## src/rtl/rvc_compress_packer.sv

```systemverilog
// rvc_compress_packer: replaces RV32I instructions from the loader stream with
// their 16-bit RVC forms where possible and packs the resulting halfword stream
// little-endian into 32-bit words for the instruction memory write port.
// Optional feature: define RVC_CA_EN to also compress SUB/XOR/OR/AND (CA format).
module rvc_compress_packer #(
  parameter logic [15:0] NOP_PAD = 16'h0001
) (
  input  logic        clk,
  input  logic        rst_n,
  input  logic        in_valid,
  output logic        in_ready,
  input  logic [31:0] in_ins,
  input  logic        flush,
  output logic        flush_ack,
  output logic        out_valid,
  input  logic        out_ready,
  output logic [31:0] out_word,
  output logic        hold_valid
);

  // Instruction fields
  logic [6:0]  opcode;
  logic [4:0]  rd;
  logic [2:0]  funct3;
  logic [4:0]  rs1;
  logic [4:0]  rs2;
  logic [6:0]  funct7;
  logic [11:0] imm_i;
  logic [11:0] imm_s;

  assign opcode = in_ins[6:0];
  assign rd     = in_ins[11:7];
  assign funct3 = in_ins[14:12];
  assign rs1    = in_ins[19:15];
  assign rs2    = in_ins[24:20];
  assign funct7 = in_ins[31:25];
  assign imm_i  = in_ins[31:20];
  assign imm_s  = {in_ins[31:25], in_ins[11:7]};

  // Immediate range qualifiers; a 12-bit value fits in 6 signed bits when
  // bits [11:5] are all equal to the sign.
  logic imm_i_small;
  logic imm_i_nz;
  logic lw_imm_ok;
  logic sw_imm_ok;
  logic rd_p;
  logic rs1_p;
  logic rs2_p;

  assign imm_i_small = (imm_i[11:5] == 7'h00) || (imm_i[11:5] == 7'h7f);
  assign imm_i_nz    = (imm_i != 12'h000);
  assign lw_imm_ok   = (imm_i[11:7] == 5'd0) && (imm_i[1:0] == 2'b00);
  assign sw_imm_ok   = (imm_s[11:7] == 5'd0) && (imm_s[1:0] == 2'b00);
  assign rd_p        = (rd[4:3]  == 2'b01);
  assign rs1_p       = (rs1[4:3] == 2'b01);
  assign rs2_p       = (rs2[4:3] == 2'b01);

  logic        c_ok;
  logic [15:0] c_form;

  // Compression: first matching rule wins; anything else passes through
  always_comb begin
    c_ok   = 1'b0;
    c_form = 16'h0000;
    if (in_ins[1:0] == 2'b11) begin
      if (opcode == 7'b0010011 && funct3 == 3'b000 && rd == rs1 && rd != 5'd0
          && imm_i_small && imm_i_nz) begin
        c_ok   = 1'b1;
        c_form = {3'b000, imm_i[5], rd, imm_i[4:0], 2'b01};
      end else if (opcode == 7'b0010011 && funct3 == 3'b000 && rs1 == 5'd0
                   && rd != 5'd0 && imm_i_small) begin
        c_ok   = 1'b1;
        c_form = {3'b010, imm_i[5], rd, imm_i[4:0], 2'b01};
      end else if (opcode == 7'b0110011 && funct3 == 3'b000 && funct7 == 7'b0000000
                   && rd == rs1 && rd != 5'd0 && rs2 != 5'd0) begin
        c_ok   = 1'b1;
        c_form = {4'b1001, rd, rs2, 2'b10};
      end else if (opcode == 7'b0110011 && funct3 == 3'b000 && funct7 == 7'b0000000
                   && rs1 == 5'd0 && rd != 5'd0 && rs2 != 5'd0) begin
        c_ok   = 1'b1;
        c_form = {4'b1000, rd, rs2, 2'b10};
      end else if (opcode == 7'b1100111 && funct3 == 3'b000 && rd == 5'd0
                   && rs1 != 5'd0 && !imm_i_nz) begin
        c_ok   = 1'b1;
        c_form = {4'b1000, rs1, 5'b00000, 2'b10};
      end else if (opcode == 7'b1100111 && funct3 == 3'b000 && rd == 5'd1
                   && rs1 != 5'd0 && !imm_i_nz) begin
        c_ok   = 1'b1;
        c_form = {4'b1001, rs1, 5'b00000, 2'b10};
      end else if (opcode == 7'b0000011 && funct3 == 3'b010 && rd_p && rs1_p
                   && lw_imm_ok) begin
        c_ok   = 1'b1;
        c_form = {3'b010, imm_i[5:3], rs1[2:0], imm_i[2], imm_i[6], rd[2:0], 2'b00};
      end else if (opcode == 7'b0100011 && funct3 == 3'b010 && rs2_p && rs1_p
                   && sw_imm_ok) begin
        c_ok   = 1'b1;
        c_form = {3'b110, imm_s[5:3], rs1[2:0], imm_s[2], imm_s[6], rs2[2:0], 2'b00};
      end
`ifdef RVC_CA_EN
      else if (opcode == 7'b0110011 && rd == rs1 && rd_p && rs2_p) begin
        if (funct7 == 7'b0100000 && funct3 == 3'b000) begin
          c_ok   = 1'b1;
          c_form = {6'b100011, rd[2:0], 2'b00, rs2[2:0], 2'b01};
        end else if (funct7 == 7'b0000000 && funct3 == 3'b100) begin
          c_ok   = 1'b1;
          c_form = {6'b100011, rd[2:0], 2'b01, rs2[2:0], 2'b01};
        end else if (funct7 == 7'b0000000 && funct3 == 3'b110) begin
          c_ok   = 1'b1;
          c_form = {6'b100011, rd[2:0], 2'b10, rs2[2:0], 2'b01};
        end else if (funct7 == 7'b0000000 && funct3 == 3'b111) begin
          c_ok   = 1'b1;
          c_form = {6'b100011, rd[2:0], 2'b11, rs2[2:0], 2'b01};
        end
      end
`endif
    end
  end

  // Handshake: the single output register is free when empty or being drained
  logic slot_free;
  logic accept;

  assign slot_free = !out_valid || out_ready;
  assign in_ready  = slot_free && !flush;
  assign accept    = in_valid && in_ready;

  logic [15:0] hold_data;

  // Packing state: hold register for an odd halfword plus the output word slot
  always_ff @(posedge clk or negedge rst_n) begin
    if (!rst_n) begin
      out_valid  <= 1'b0;
      out_word   <= 32'h0000_0000;
      hold_valid <= 1'b0;
      hold_data  <= 16'h0000;
      flush_ack  <= 1'b0;
    end else begin
      flush_ack <= 1'b0;
      if (slot_free) begin
        if (flush) begin
          flush_ack <= 1'b1;
          if (hold_valid) begin
            out_word   <= {NOP_PAD, hold_data};
            out_valid  <= 1'b1;
            hold_valid <= 1'b0;
          end else begin
            out_valid <= 1'b0;
          end
        end else if (accept) begin
          case ({hold_valid, c_ok})
            2'b01: begin
              hold_data  <= c_form;
              hold_valid <= 1'b1;
              out_valid  <= 1'b0;
            end
            2'b00: begin
              out_word  <= in_ins;
              out_valid <= 1'b1;
            end
            2'b11: begin
              out_word   <= {c_form, hold_data};
              out_valid  <= 1'b1;
              hold_valid <= 1'b0;
            end
            default: begin
              out_word  <= {in_ins[15:0], hold_data};
              out_valid <= 1'b1;
              hold_data <= in_ins[31:16];
            end
          endcase
        end else begin
          out_valid <= 1'b0;
        end
      end
    end
  end

endmodule

```

## config.mk

```make
export PLATFORM = sky130hd
export DESIGN_NAME = rvc_compress_packer
export DESIGN_NICKNAME = d
export VERILOG_FILES = /design/src/rtl/rvc_compress_packer.sv
export SDC_FILE = /design/constraint.sdc
export NUM_CORES = 1
export LEC_CHECK = 0
export ABC_AREA = 1
export ABC_CLOCK_PERIOD_IN_PS = 2400
export CAP_MARGIN = 20
export CORE_ASPECT_RATIO = 1.4
export CORE_MARGIN = 2
export CORE_UTILIZATION = 52
export DETAILED_ROUTE_END_ITERATION = 8
export GPL_ROUTABILITY_DRIVEN = 0
export PLACE_DENSITY_LB_ADDON = 0.2
export SETUP_SLACK_MARGIN = 0.2
export SLEW_MARGIN = 20
export SYNTH_ARGS = -nofsm -noshare
export SYNTH_HDL_FRONTEND = slang
export SYNTH_SLANG_ARGS = --single-unit
```

## constraint.sdc

```tcl
create_clock -name clk -period 2.4 [get_ports clk]
set_clock_uncertainty 0.15 [all_clocks]
set_input_delay 0.48 -clock clk [delete_from_list [all_inputs] [get_ports clk]]
set_output_delay 0.48 -clock clk [all_outputs]
set_load 0.1 [all_outputs]
```

==> results of run 1 <==
cell usage after synthesis (all sizes together):
library cell,instances,area (um^2)
a31oi,3,18.8
nor3,5,36.3
o21ai,45,240
o21bai,1,11.3
buf,6,30.0
a2bb2oi,1,8.76
inv,62,233
o22ai,14,87.6
nand4,8,50.1
clkbuf,10,57.6
nor4,1,21.3
xnor2,3,26.3
nand3,36,195
a21oi,45,240
ha,3,37.5
dlygate4sd1,3,26.3
nor2,50,220
nand2,188,713
or2,1,6.26
dfrtp,51,1280
and2,1,6.26
o211ai,1,7.51
nor2b,1,8.76
cell families after synthesis:
kind of cell,count (synthesis)
DFF,51
and+or+nand+nor,291
AOI/OAI and AO/OA,110
buffers and inverters,81
xor gates and xnor gates,3
adders and majority gates,3
per-layer routing:
metal,track usage [%],overflow
met2,88.1,0
met5,6.94,0
met4,66.6,1
met1,63.5,0
met3,34.4,0
repair_timing:
| item | in CTS |
|---|---|
| hold buffers | 1 |
| endpoints found under the setup margin | 50 |
| pin swaps | 61 |
| resized for setup | 303 |
| cloned | 11 |
| endpoints found under the hold margin | 9 |
| buffers inserted | 55 |
per-stage QoR:
| step | worst slack, ns | cells | cell area [um^2] |
|---|---|---|---|
| 2_1_floorplan | -0.188 | 539 | 3730 |
| 3_3_place_gp | -0.833 | 793 | 5180 |
| 3_5_place_dp | -0.890 | 793 | 5180 |
| 4_1_cts | 0.0298 | 868 | 6310 |
==> impl_metrics.ini, run 1 <==
[clocking]
cts_max_path_buffers = 2
htree_levels = 2
clock-sinks = 51
cts_root_buf = clkbuf_8
cts_buffers = 5

[global_route]
grt_use_total_pct = 63.6
grt_pass1_vias = 6415
grt.overflow.total = 1
grt_max_degree = 43
grt_pass1_wl_mm = 35.5

[logic_synthesis]
synth-simple-area-share_pct = 35.3
muxShareOfSynthArea_pct = 0
synth-compound-area-share_pct = 17.3
synth-seq-cells = 51
yosysUniqueCellTypes = 34
synth-xor-area-share_pct = 0.738
yosys_warnings = 0
synthesis.nets = 579
ys_seq_area_share_pct = 35.9
synth_top_family_by_area = simple AND/OR/NAND/NOR gates
syn_area_per_cell_um2 = 6.60
synth_fa_ha_area_share_pct = 1.05
syn_inst = 539
synth_area_mm2 = 0.00356

[status]
status = aborted with a tool error
error = [ERROR GRT-0116] Global routing finished with congestion. Check the congestion regions in the DRC Viewer.
stop_stage = global routing (5_1_grt)

[placement]
numPortBuffers = 72
dpl.hpwl_mm = 10.0

[floorplan]
num_rows = 35
initial_core_util_pct = 53.8
die_y_um = 102
boundaryPins = 73
fp.dieW_um = 73.9
==> run 2, diff against run 1 <==
--- a/config.mk
+++ b/config.mk
@@ -8,13 +8,11 @@
 export ABC_AREA = 1
 export ABC_CLOCK_PERIOD_IN_PS = 2400
 export CAP_MARGIN = 20
-export CORE_ASPECT_RATIO = 1.4
 export CORE_MARGIN = 2
-export CORE_UTILIZATION = 52
+export CORE_UTILIZATION = 40
 export DETAILED_ROUTE_END_ITERATION = 8
 export GPL_ROUTABILITY_DRIVEN = 0
-export PLACE_DENSITY_LB_ADDON = 0.2
-export SETUP_SLACK_MARGIN = 0.2
+export PLACE_DENSITY_LB_ADDON = 0.15
 export SLEW_MARGIN = 20
 export SYNTH_ARGS = -nofsm -noshare
 export SYNTH_HDL_FRONTEND = slang
==> run 2 against run 1 <==
The flow now finishes, with violations (setup timing). Synthesized area stayed put. Synthesized cell count stayed put.
==> impl_metrics.ini, run 2 <==
[logic_synthesis]
synth-seq-cells = 51
async_reset_ff_share_pct = 100
yosysUniqueCellTypes = 34
ys_seq_area_share_pct = 35.9
synth_flop_cell = dfrtp_1
yosysTopAreaCellShare_pct = 35.9
ys_top_cells_by_count = nand2_1, dfrtp_1, inv_1, a21oi_1, nor2_1
syn_inst = 539
synth.largest_area_cell = dfrtp_1
synthesis.nets = 579
synth_area_leaders = dfrtp_1, nand2_1, a21oi_1
yosys_warnings = 0
synth_most_common_cell = nand2_1
synth_edf_count = 0
syn_area_per_cell_um2 = 6.60
synth_area_mm2 = 0.00356

[global_route]
grt.overflow.total = 0
grt_use_total_pct = 28.2
grt_pass1_vias = 4328
grt_max_degree = 44
grt_pass1_wl_mm = 21.7
antenna_found_initial = 0

[sta]
fin_crit_sh_pct = 106
worst_pin_slew_ns = 0.353
fin_ws_ns = -0.134
setup_violations = 19
rsz0062_at_grt = yes
layout_min_cycle_time_ns = 2.53
final_hold_viol_count = 0
drv_slew = 0
fmax_ghz = 0.395
relSlewSlack_pct = 76.3

[floorplan]
boundaryPins = 73
design.core.area_mm2 = 0.00868
die_y_um = 98.3
dieArea_mm2 = 0.00967
initial_core_util_pct = 41.0
fp.dieW_um = 98.3
num_rows = 34

[finish]
final_cell_mix = nand2_1, buf_4, dfrtp_1
diodes = 0
syn_to_final_growth_pct = 60.7
largest_reg_flops = 32
final_nets = 785
regMostFlops = out_word
final_util_pct = 65.9
final_common_cell = nand2_1
top_regs = out_word: 32 flops, hold_data: 16 flops
drive_gt1_share_pct = 44.6

[worst_setup_path]
cpMostUsedCell = nor2_4
cp_max_fo = 5
cpPeakStageDelay_ns = 0.23
endpoint_kind = flip-flop
cp_slowest_cell = ha_4
timing.critical_path.from_type = input port
worstPathRequired_ns = 2.45
path_cells = clkdlybuf4s15_1, buf_6, nand2_1, inv_1, nand2_4, nor2_4, nand3_2, nand3_4, inv_4, nand2_4, ha_4, nor2_4, inv_2, nor2_4, clkinvlp_4, nand2_2, o21ai_1
critPathArrivalTime_ns = 2.59
critPathKind = input port to flip-flop

[clocking]
cts_max_path_buffers = 2
clock-sinks = 51
path_clk_slew_ns = 0.10
cts_root_buf = clkbuf_8
cts_tree = yes
clk_latency_ns = 0.31
cts_buffers = 5
htree_levels = 2

[power]
ir_drop_mv = 0.414
power.leakage_nw = 2.96
p_per_area_mw_per_mm2 = 778
power_w = 0.00445

[route]
drt_iter0_markers = 473
postRouteAntennaNets = 0
wire_per_inst_um = 16.4
routed_wl_mm = 14.0
drtPass1Iterations = 5
drc = 0
vias = 4529
avgViaCountPerCell = 5.30

[placement]
dpl_worst_slack_ns = -0.869
dpl.hpwl_mm = 10.1
numPortBuffers = 72

[status]
violations = setup timing
status = complete, but fails checks

[flow_run]
drv_cap = 0

[min_path]
holdCritPathClass = input port to flip-flop
==> run 2: cell counts after synthesis <==
Identical to the previous run, type by type.
==> run 2: cells by family (layout without fill, tap and decap cells) <==
kind of cell,after synthesis,after routing,synth area share (%)
AOI/OAI and AO/OA,110,110,17.3
xor gates and xnor gates,3,3,0.739
adders and majority gates,3,3,1.05
buffers and inverters,81,286,9.74
DFF,51,51,35.9
and+or+nand+nor,291,293,35.3
==> run 2: final timing paths <==
check / start / end / slack [ns] / cells after the start
hold reg to reg: out_word[10]$_DFFE_PN0P_ / out_word[10]$_DFFE_PN0P_ / 0.34 / 2
max in group asynchronous: rst_n / hold_data[6]$_DFFE_PN0P_ / 1.17 / 3
setup reg to reg: hold_valid$_DFFE_PN0P_ / hold_data[12]$_DFFE_PN0P_ / 0.44 / 8
setup / recovery: in_ins[4] / hold_data[12]$_DFFE_PN0P_ / -0.13 / 17
min in group asynchronous: rst_n / flush_ack$_DFF_PN0_ / 0.41 / 2
hold / removal: in_ins[13] / out_word[29]$_DFFE_PN0P_ / 0.32 / 3
==> run 2: metal layers <==
layer  global-route usage (%)  up-vias  part of all wire [%]
met5                        0        -                     0
met4                     12.4        0                   4.0
met3                     5.94       45                   7.6
met2                     44.6      231                    47
met1                     37.2     2095                    41
li1                         -     2158                     -
==> run 2: area by class of cell <==
cell class              count  area [um^2]
multi-input cells         409         2280
repair inverters            1         7.51
inverters                  62          245
flip-flops and latches     51         1280
repair buffers            215         1680
fillers                   782         2960
well taps                 108          135
clock buffers               6         82.6
clock inverters             2         16.3
==> run 2: repair_timing <==
action	in CTS	in global routing
pin swaps	39	47
setup buffers	25	14
hold buffers	1	0
endpoints found under the setup margin	50	50
hold endpoints to repair	8	0
gates resized for setup	158	57
cloned	4	0
==> run 2: per-stage QoR <==
step / setup TNS [ns] / instances / hold WS (ns) / instance area (um^2)
4_1_cts: -1.89 / 840 / 0.341 / 5610
3_5_place_dp: -39.06 / 802 / 0.209 / 5140
2_1_floorplan: -6.12 / 539 / 0.0344 / 3750
3_3_place_gp: -36.62 / 802 / 0.211 / 5140
6_report: -1.47 / 854 / 0.320 / 5720
5_1_grt: -6.60 / 854 / 0.314 / 5720
==> run 2: worst max-delay path, delay by kind of cell <==
family                   cells  cell delay (ns)
adder cells (fa/ha/maj)      1             0.23
AND/OR/NAND/NOR              9             1.03
buffers and inverters        6             0.77
AO/OA/AOI/OAI                1             0.06
==> run 2: power by group <==
| group | internal, W | switching, W |
|---|---|---|
| Combinational | 0.000676 | 0.00197 |
| Sequential | 0.00112 | 0.000141 |
| Clock | 0.000236 | 0.000304 |
Power figures use the tool's default switching activity.
